<file path="src/rtl/atm_ctrl.sv">
// ATM session controller: card lookup, PIN entry, and withdraw/deposit/query/exit on an internal account table.
// Optional per-account lockout after repeated wrong PINs is enabled by defining ATM_LOCKOUT_EN.
module atm_ctrl #(
  parameter int unsigned NUM_ACCTS = 4,
  parameter int unsigned CARD_W    = 32,
  parameter int unsigned PIN_W     = 20,
  parameter int unsigned BAL_W     = 16,
  parameter int unsigned MAX_TRIES = 3,
  parameter int unsigned CARD_BASE = 11112222,
  parameter int unsigned PIN_BASE  = 5432,
  parameter int unsigned INIT_BAL  = 1000
) (
  input  logic              clk,
  input  logic              rst,
  input  logic              start,
  input  logic              card_valid,
  input  logic [CARD_W-1:0] cardnumber,
  input  logic              pin_valid,
  input  logic [PIN_W-1:0]  pin,
  input  logic              txn_valid,
  input  logic [2:0]        transaction,
  input  logic [BAL_W-1:0]  amount,
  output logic              busy,
  output logic              card_ok,
  output logic              card_err,
  output logic              pin_ok,
  output logic              pin_err,
  output logic              locked,
  output logic              txn_done,
  output logic              txn_err,
  output logic [2:0]        err_code,
  output logic [BAL_W-1:0]  balance
);

  localparam int unsigned IDX_W = (NUM_ACCTS > 1) ? $clog2(NUM_ACCTS) : 1;
  localparam int unsigned TRY_W = $clog2(MAX_TRIES + 1);

  localparam logic [2:0] TXN_WD   = 3'd1;
  localparam logic [2:0] TXN_DEP  = 3'd2;
  localparam logic [2:0] TXN_BAL  = 3'd3;
  localparam logic [2:0] TXN_EXIT = 3'd4;

  typedef enum logic [2:0] {IDLE, CARD_CHK, PIN_WAIT, MENU, EXEC} state_e;

  state_e             state_q, state_d;
  logic [CARD_W-1:0]  card_q, card_d;
  logic [IDX_W-1:0]   idx_q, idx_d;
  logic [TRY_W-1:0]   tries_q, tries_d;
  logic [2:0]         txn_q, txn_d;
  logic [BAL_W-1:0]   amt_q, amt_d;
  logic [BAL_W-1:0]   bal_q [NUM_ACCTS];
  logic [BAL_W-1:0]   bal_d [NUM_ACCTS];
  logic [BAL_W-1:0]   balance_q, balance_d;
  logic [2:0]         err_code_q, err_code_d;
  logic card_ok_q, card_ok_d, card_err_q, card_err_d;
  logic pin_ok_q, pin_ok_d, pin_err_q, pin_err_d;
  logic txn_done_q, txn_done_d, txn_err_q, txn_err_d;

  logic               hit;
  logic [IDX_W-1:0]   hit_idx;
  logic [BAL_W-1:0]   cur_bal;
  logic [BAL_W:0]     sum_w;
  logic               ex_done, ex_err, ex_upd;
  logic [2:0]         ex_code;
  logic [BAL_W-1:0]   ex_bal;

`ifdef ATM_LOCKOUT_EN
  logic [NUM_ACCTS-1:0] lock_q, lock_d;
  logic                 locked_q, locked_d;
`endif

  always_comb begin
    hit     = 1'b0;
    hit_idx = '0;
    for (int unsigned i = 0; i < NUM_ACCTS; i++) begin
      if (card_q == CARD_W'(CARD_BASE + i)) begin
        hit     = 1'b1;
        hit_idx = IDX_W'(i);
      end
    end
  end

  assign cur_bal = bal_q[idx_q];
  assign sum_w   = {1'b0, cur_bal} + {1'b0, amt_q};

  always_comb begin
    state_d    = state_q;
    card_d     = card_q;
    idx_d      = idx_q;
    tries_d    = tries_q;
    txn_d      = txn_q;
    amt_d      = amt_q;
    bal_d      = bal_q;
    balance_d  = balance_q;
    err_code_d = err_code_q;
    card_ok_d  = 1'b0;
    card_err_d = 1'b0;
    pin_ok_d   = 1'b0;
    pin_err_d  = 1'b0;
    txn_done_d = 1'b0;
    txn_err_d  = 1'b0;
    ex_done    = 1'b0;
    ex_err     = 1'b0;
    ex_upd     = 1'b0;
    ex_code    = '0;
    ex_bal     = cur_bal;
`ifdef ATM_LOCKOUT_EN
    lock_d     = lock_q;
    locked_d   = 1'b0;
`endif
    unique case (state_q)
      IDLE: begin
        if (start && card_valid) begin
          card_d  = cardnumber;
          state_d = CARD_CHK;
        end
      end
      CARD_CHK: begin
        if (!start) begin
          state_d = IDLE;
        end else if (!hit) begin
          card_err_d = 1'b1;
          state_d    = IDLE;
        end
`ifdef ATM_LOCKOUT_EN
        else if (lock_q[hit_idx]) begin
          locked_d = 1'b1;
          state_d  = IDLE;
        end
`endif
        else begin
          card_ok_d = 1'b1;
          idx_d     = hit_idx;
          tries_d   = '0;
          state_d   = PIN_WAIT;
        end
      end
      PIN_WAIT: begin
        if (!start) begin
          state_d = IDLE;
        end else if (pin_valid) begin
          if (pin == PIN_W'(PIN_BASE + idx_q)) begin
            pin_ok_d = 1'b1;
            tries_d  = '0;
            state_d  = MENU;
          end else begin
            pin_err_d = 1'b1;
            if (tries_q == TRY_W'(MAX_TRIES - 1)) begin
              tries_d = '0;
              state_d = IDLE;
`ifdef ATM_LOCKOUT_EN
              lock_d[idx_q] = 1'b1;
              locked_d      = 1'b1;
`endif
            end else begin
              tries_d = tries_q + TRY_W'(1);
            end
          end
        end
      end
      MENU: begin
        if (!start) begin
          state_d = IDLE;
        end else if (txn_valid) begin
          txn_d   = transaction;
          amt_d   = amount;
          state_d = EXEC;
        end
      end
      EXEC: begin
        unique case (txn_q)
          TXN_WD: begin
            if (amt_q == '0) begin
              ex_err = 1'b1; ex_code = 3'd4;
            end else if (amt_q > cur_bal) begin
              ex_err = 1'b1; ex_code = 3'd1;
            end else begin
              ex_upd = 1'b1; ex_done = 1'b1; ex_bal = cur_bal - amt_q;
            end
          end
          TXN_DEP: begin
            if (amt_q == '0) begin
              ex_err = 1'b1; ex_code = 3'd4;
            end else if (sum_w[BAL_W]) begin
              ex_err = 1'b1; ex_code = 3'd2;
            end else begin
              ex_upd = 1'b1; ex_done = 1'b1; ex_bal = sum_w[BAL_W-1:0];
            end
          end
          TXN_BAL:  begin ex_upd = 1'b1; ex_done = 1'b1; end
          TXN_EXIT: ex_done = 1'b1;
          default:  begin ex_err = 1'b1; ex_code = 3'd3; end
        endcase
        // A dropped start still commits the balance; only the status pulses are suppressed.
        if (ex_upd) begin
          bal_d[idx_q] = ex_bal;
          balance_d    = ex_bal;
        end
        if (start) begin
          txn_done_d = ex_done;
          txn_err_d  = ex_err;
          err_code_d = ex_err ? ex_code : 3'd0;
        end
        state_d = (start && txn_q != TXN_EXIT) ? MENU : IDLE;
      end
      default: state_d = IDLE;
    endcase
  end

  always_ff @(posedge clk or posedge rst) begin
    if (rst) begin
      state_q    <= IDLE;
      card_q     <= '0;
      idx_q      <= '0;
      tries_q    <= '0;
      txn_q      <= '0;
      amt_q      <= '0;
      balance_q  <= '0;
      err_code_q <= '0;
      card_ok_q  <= 1'b0;
      card_err_q <= 1'b0;
      pin_ok_q   <= 1'b0;
      pin_err_q  <= 1'b0;
      txn_done_q <= 1'b0;
      txn_err_q  <= 1'b0;
      for (int unsigned i = 0; i < NUM_ACCTS; i++) bal_q[i] <= BAL_W'(INIT_BAL);
    end else begin
      state_q    <= state_d;
      card_q     <= card_d;
      idx_q      <= idx_d;
      tries_q    <= tries_d;
      txn_q      <= txn_d;
      amt_q      <= amt_d;
      balance_q  <= balance_d;
      err_code_q <= err_code_d;
      card_ok_q  <= card_ok_d;
      card_err_q <= card_err_d;
      pin_ok_q   <= pin_ok_d;
      pin_err_q  <= pin_err_d;
      txn_done_q <= txn_done_d;
      txn_err_q  <= txn_err_d;
      bal_q      <= bal_d;
    end
  end

`ifdef ATM_LOCKOUT_EN
  always_ff @(posedge clk or posedge rst) begin
    if (rst) begin
      lock_q   <= '0;
      locked_q <= 1'b0;
    end else begin
      lock_q   <= lock_d;
      locked_q <= locked_d;
    end
  end
  assign locked = locked_q;
`else
  assign locked = 1'b0;
`endif

  assign busy     = (state_q != IDLE);
  assign card_ok  = card_ok_q;
  assign card_err = card_err_q;
  assign pin_ok   = pin_ok_q;
  assign pin_err  = pin_err_q;
  assign txn_done = txn_done_q;
  assign txn_err  = txn_err_q;
  assign err_code = err_code_q;
  assign balance  = balance_q;

endmodule
</file>
<file path="config.mk">
export PLATFORM = sky130hd
export DESIGN_NAME = atm_ctrl
export DESIGN_NICKNAME = d
export VERILOG_FILES = /design/src/rtl/atm_ctrl.sv
export SDC_FILE = /design/constraint.sdc
export NUM_CORES = 1
export LEC_CHECK = 0
export ABC_AREA = 1
export CORE_ASPECT_RATIO = 1.4
export CORE_MARGIN = 1.5
export CORE_UTILIZATION = 54
export CTS_CLUSTER_SIZE = 10
export DETAILED_ROUTE_END_ITERATION = 10
export HOLD_SLACK_MARGIN = 0.06
export PLACE_DENSITY = 0.77
export SETUP_SLACK_MARGIN = 0.2
export SLEW_MARGIN = 20
export SYNTH_ARGS = -nofsm -noshare
export SYNTH_HDL_FRONTEND = slang
export SYNTH_SLANG_ARGS = --single-unit
</file>
<file path="constraint.sdc">
create_clock -name clk -period 7.8 [get_ports clk]
set_clock_uncertainty 0.15 [all_clocks]
set_input_delay 1.17 -clock clk [delete_from_list [all_inputs] [get_ports clk]]
set_output_delay 1.17 -clock clk [all_outputs]
set_load 0.005 [all_outputs]
</file>
### Yosys cells after proc, flatten, opt, wreduce, memory -nomap -nowiden

Cells that the tools add are included.

| operators by class | value |
|---|---|
| $add $sub $neg | 4 |
| $lt $le $gt $ge | 3 |
| equality and inequality tests | 23 |
| mux-type cells | 74 |
| bitwise logic cells | 1 |
| reductions and logical operators | 15 |

Operators with widths:

| kind | count |
|---|---|
| 32-bit by 24-bit == test with 1-bit output, second input constant | 4 |
| 16-bit 2-to-1 mux | 8 |
| 64-bit bitwise mux | 1 |
| 1-bit 2-to-1 mux | 34 |
| 16-bit binary-select mux with 2-bit select | 1 |
| 16-bit demux with 2-bit select | 1 |
| 16-bit case mux with 2 select lines | 1 |
| 3-bit 2-to-1 mux | 10 |
| 2-bit 2-to-1 mux | 12 |
| 20-bit by 14-bit == test with 1-bit output | 1 |
| 16-bit by 16-bit adder with 17-bit output | 1 |
| 16-bit > comparator | 1 |
| 16-bit zero test | 1 |
| 16-bit subtractor | 1 |
| 3-bit case mux with 5 select lines | 1 |
| 13-bit by 2-bit adder with 14-bit output, first input constant | 1 |
| 3-bit by 2-bit == test with 1-bit output, second input constant | 4 |
| 2-bit != test, second input constant | 5 |
| 3-bit != test, second input constant | 3 |
| 1-bit case mux with 3 select lines | 3 |
| 3-bit case mux with 3 select lines | 1 |
| 3-bit by 1-bit == test with 1-bit output, second input constant | 2 |
| 3-bit == test, second input constant | 2 |
| 2-bit AND reduction | 3 |
| 15 further kinds | 18 |

| storage, ports and cells | value |
|---|---|
| register bits after elaboration | 147 |
| input port bits | 77 |
| output and inout port bits | 27 |
| word-level logic and storage cells | 138 |

### Depth between registers and ports, before layout

| logic depth | value |
|---|---|
| word-level depth | 11 |
| depth in mapped cells | 24 |
| depth with buffers taken out | 22 |

### Worst setup path before layout

No wires, ideal clock.

| timing path | value |
|---|---|
| path type | register to register |
| start | register idx_q[0] |
| end | register bal_q[17] in the netlist's numbering |
| setup time | 0.117 ns |
| arrival time | 3.182 ns |
| required time | 7.533 ns |
| setup slack | 4.351 ns |
| cell stages (with the launch flop) | 23 |
| path buffers | 3 |
| clock period less this slack | 3.449 ns |
| cells stage by stage | dfrtp_1 -> buf_2 -> inv_1 -> nor2_1 -> buf_2 -> nand2_1 -> nand2_1 -> a221oi_1 -> inv_1 -> ha_1 -> inv_1 -> fa_1 -> o21ai_0 -> nand3_1 -> nand2_2 -> nand2_2 -> nand4_4 -> nand3_4 -> nand3_4 -> clkinv_4 -> buf_6 -> nand2_1 -> nand2_1 |

| on the way | value |
|---|---|
| word-level cells in the longest chain between the ends | 10 |
| elaborated cells between the ends (all ways) | 26 |
| those cells by class | add/sub: 2; order compare: 3; mux: 18; bitwise: 1; reduce/logical: 2 |

Ends and longest elaborated chain:

| what | line | source |
|---|---|---|
| start: declaration | 47 | `logic [IDX_W-1:0] idx_q, idx_d;` |
| start signal: assignment | 230 | `idx_q <= idx_d;` |
| 2-bit inverter with 3-bit output (implied by the code) (*) | 83, 196 |  |
| 16-bit binary-select mux with 2-bit select | 83 | `assign cur_bal = bal_q[idx_q];` |
| 16-bit 2-to-1 mux (implied by the code) (2 in series) | 83 |  |
| 16-bit by 16-bit adder with 17-bit output (tied with other cells) | 84 | `assign sum_w = {1'b0, cur_bal} + {1'b0, amt_q};` |
| 1-bit 2-to-1 mux (tied with other cells) | 184 | `end else if (sum_w[BAL_W]) begin` |
| 1-bit 2-to-1 mux (tied with other cells) | 182 | `if (amt_q == '0) begin` |
| 1-bit case mux with 3 select lines or 16-bit case mux with 2 select lines (tied branches) | 171 | `unique case (txn_q)` |
| 1-bit 2-to-1 mux or 16-bit 2-to-1 mux (tied branches) | 111 | `unique case (state_q)` |
| 2-bit AND reduction (no source line) or 64-bit bitwise mux (tied branches) | - |  |
| end signal: assignment | 242 | `bal_q <= bal_d;` |
| end: declaration | 51 | `logic [BAL_W-1:0] bal_q [NUM_ACCTS];` |

Every way passes the cells marked *; elsewhere a longest branch is shown, timed or not. The select of a mux whose other input is x is not followed.
A chain may end at the register's enable or synchronous reset.

### Worst setup path in the final report

| timing path | value |
|---|---|
| start | register idx_q[1] |
| end | register bal_q[37] in the netlist's numbering |

Same word-level chain as after synthesis.

==> metrics <==
outcome finished clean; Synth Flop Type dfrtp_1; Worst Path Buf+Inv 4; Sink Count 147; RSZ-0062 raised after global routing no; sw frac 0.251; fraction of layout instances using a drive strength above 1 0.0923; Final Cycle Share 0.540; Detailed Routing Iterations Pass 1 5; vias in the first global route between 8000 and 9000; HPWL Detailed 19900 µm; gpl congestion between 1 and 1.5; Crit path required time 8010 ps; reg2reg setup slack 3590 ps; Wirelength per Cell between 15 and 20 µm; Die Wd 114 µm; CP endpoint kind flip-flop; Worst-path clk slew 60 ps; first-pass GRT wire length 42500 µm; Setup Buffers After CTS 0; ys async rst share 1.00; CP Max Fanout 18; CTS tree done; Final Routed Wirelength 25900 µm; # IOs about 100; DR iter-0 viols 584; startpoint types flip-flop; fmax around 0.24 GHz; CTS resizes 0; Post-Syn Instances 1302; Post-synth top cells 511 x nand2_1, 166 x inv_1, 123 x dfrtp_1; synth unique cells 46; Arrival @ worst endpoint 4430 ps; Worst R2R Path Depth 17; P_int 1.59 mW; Nets 1509; Clk pwr share 0.458; count leader, synth nand2_1; Largest stage delay, worst path approximately 570 ps; minimum clock period between 4000 and 5000 ps; Crit Path Class reg2reg; Crit path max-delay family simple AND/OR/NAND/NOR gates; antenna violations before repair 0; Total GRT Usage 0.306; sw power 0.532 mW; sequential share of power 0.419; cell with the largest stage delay on the worst path a221oi_1; crit-path cells nand2_1 -> inv_1 -> a221oi_1 -> inv_1 -> ha_1 -> inv_1 -> fa_1 -> o21ai_0 -> nand3_1 -> nand2_2 -> nand2_2 -> nand4_4 -> nand3_4 -> nand3_4 -> clkinv_4 -> nand2_1 -> nand2_1; register area share after synthesis 0.399; largest net degree at the start of global routing 85; worst r2r dst bal_q[37]$_DFFE_PP1P_; CTS buffer count 17; total power divided by cell area around 190 nW/µm²; slew at the pin closest to its max-slew limit 809 ps; hold crit path type reg2reg; Register Area 3710 µm²; Setup Viol. Count Final 0; P&R area growth vs syn 19.6%; core area 16800 µm²; Setup crit end bal_q[37]$_DFFE_PP1P_; Post-synth EDFFs 0; Final Core Density 0.661; Hold Violations, Final 0; cell taking the most area after synthesis dfrtp_1; remaining global-route overflow 0; vias between 8000 and 9000; Leak Pwr ~5.8 nW; port buffer count 102; vias per inst 5.39; reg2reg start idx_q[1]$_DFFE_PP0P_; Multi-input gate area roughly 4700 µm²; Clock Latency Late Sink 430 ps; Post-Syn Area 9290 µm²; Root Driver clkbuf_16; Initial Utilization 0.552; Fillers approximately 1500; synthesized net count 1416; Routed Antenna Nets 0; Post-Syn Area per Cell ~7 µm²; H-Tree Depth 4; hold path cells 2; top post-synthesis cells by area dfrtp_1 33%, nand2_1 21%, dfstp_2 6.8%; VDD IR max 0.000173 V; fin. max-slew vios 0; Cell Rows 56; top-area cell type share of the netlist area 0.331; setup TNS 0 ps; Combinational Power Share 0.123; die area roughly 18000 µm²; DR DRC count 0; Antenna diodes 0; Levels on crit path 17; # hold bufs at CTS 0; chip height between 150 and 200 µm; critical path launch point idx_q[1]$_DFFE_PP0P_; number of synthesized register bits 147; Synth Warn # 0; clk buf depth 2; slew margin rel. 0.461; MaxCap Viol Count 0
-- worst min path at each step --
stage | startpoint | end | slack [ps]
after floorplan | bal_q[35]$_DFFE_PP1P_ | bal_q[35]$_DFFE_PP1P_ | 300
after global placement | bal_q[22]$_DFFE_PP1P_ | bal_q[22]$_DFFE_PP1P_ | 300
after detailed placement | bal_q[54]$_DFFE_PP1P_ | bal_q[54]$_DFFE_PP1P_ | 310
after CTS | bal_q[54]$_DFFE_PP1P_ | bal_q[54]$_DFFE_PP1P_ | 320
after global routing | bal_q[54]$_DFFE_PP1P_ | bal_q[54]$_DFFE_PP1P_ | 330
final | bal_q[54]$_DFFE_PP1P_ | bal_q[54]$_DFFE_PP1P_ | 320
-- logic make-up (layout without fill, tap and decap cells) --
kind of cell	count (synthesis)	count (layout)	share of synthesized area
buffers and inverters	213	319	0.0958
muxes	20	20	0.0242
and+or+nand+nor	784	784	0.364
other	1	1	0.000404
adders and majority gates	37	37	0.0514
DFF	147	147	0.399
xor gates and xnor gates	10	10	0.00943
AOI/OAI and AO/OA	90	90	0.0560
-- final cells by class --
| type | instances | area share |
|---|---|---|
| flip-flops and latches | 147 | 0.334 |
| multi-input cells | 942 | 0.422 |
| inverters | 180 | 0.0631 |
| clock buffers | 17 | 0.0383 |
| well taps | 203 | 0.0229 |
| repair buffers | 107 | 0.0953 |
| clock inverters | 15 | 0.0242 |
-- cells in the final DEF, fill, tap and decap left out, drive strengths merged, types with 2 or more instances in the layout --
master / count
inv: 181
nor2: 101
xor2: 9
nand2: 519
o21ai: 36
fa: 2
buf: 5
or2: 6
nor3: 20
and2: 7
a22o: 6
dfstp: 24
nand4: 27
nor4: 5
a21oi: 37
mux2: 20
clkbuf: 17
ha: 35
a22oi: 4
clkinv: 8
clkdlybuf4s50: 102
a221oi: 3
dfrtp: 123
and3: 2
bufinv: 6
nand3: 94
nand3b: 3
-- worst register-to-register path: cells and delay by family (launching register included) --
family | cells | cell delay, ps
AND/OR/NAND/NOR | 9 | 1690
AO/OA/AOI/OAI | 2 | 770
buffers and inverters | 4 | 650
adder cells (fa/ha/maj) | 2 | 460
flip-flops | 1 | 440
-- sequential cells by signal (all words and copies together) (netlist names) --
signal	count
txn_q	3
txn_err	1
bal_q	64
card_ok	1
balance	16
state_q	3
tries_q	2
card_err	1
txn_done	1
amt_q	16
err_code	3
pin_ok	1
card_q	32
pin_err	1
idx_q	2
-- power by group through the flow --
stage / clock network (mW) / logic, mW / registers [mW]
global placement: 0 / 0.255 / 0.896
finish: 0.970 / 0.260 / 0.888
detailed placement: 0 / 0.262 / 0.900
CTS: 0.978 / 0.263 / 0.887
floorplan: 0 / 0.173 / 0.889
global route: 1.01 / 0.294 / 0.897
-- per-stage QoR --
stage	hold slack [ps]	instances	total power [mW]	setup WS, ps	instance area, µm²
final	320	1611	2.12	3590	11100
after floorplan	297	1302	1.06	2570	9290
after global routing	325	1611	2.20	3280	11100
after global placement	304	1579	1.15	3850	10400
after detailed placement	307	1579	1.16	3740	10400
after CTS	319	1611	2.13	3620	11100
-- routing by layer --
metal | track usage | wire [µm]
met1 | 0.341 | 10000
met2 | 0.542 | 13100
met3 | 0.0570 | 1380
met4 | 0.185 | 1440
met5 | 0 | 0
Power figures use the tool's default switching activity.
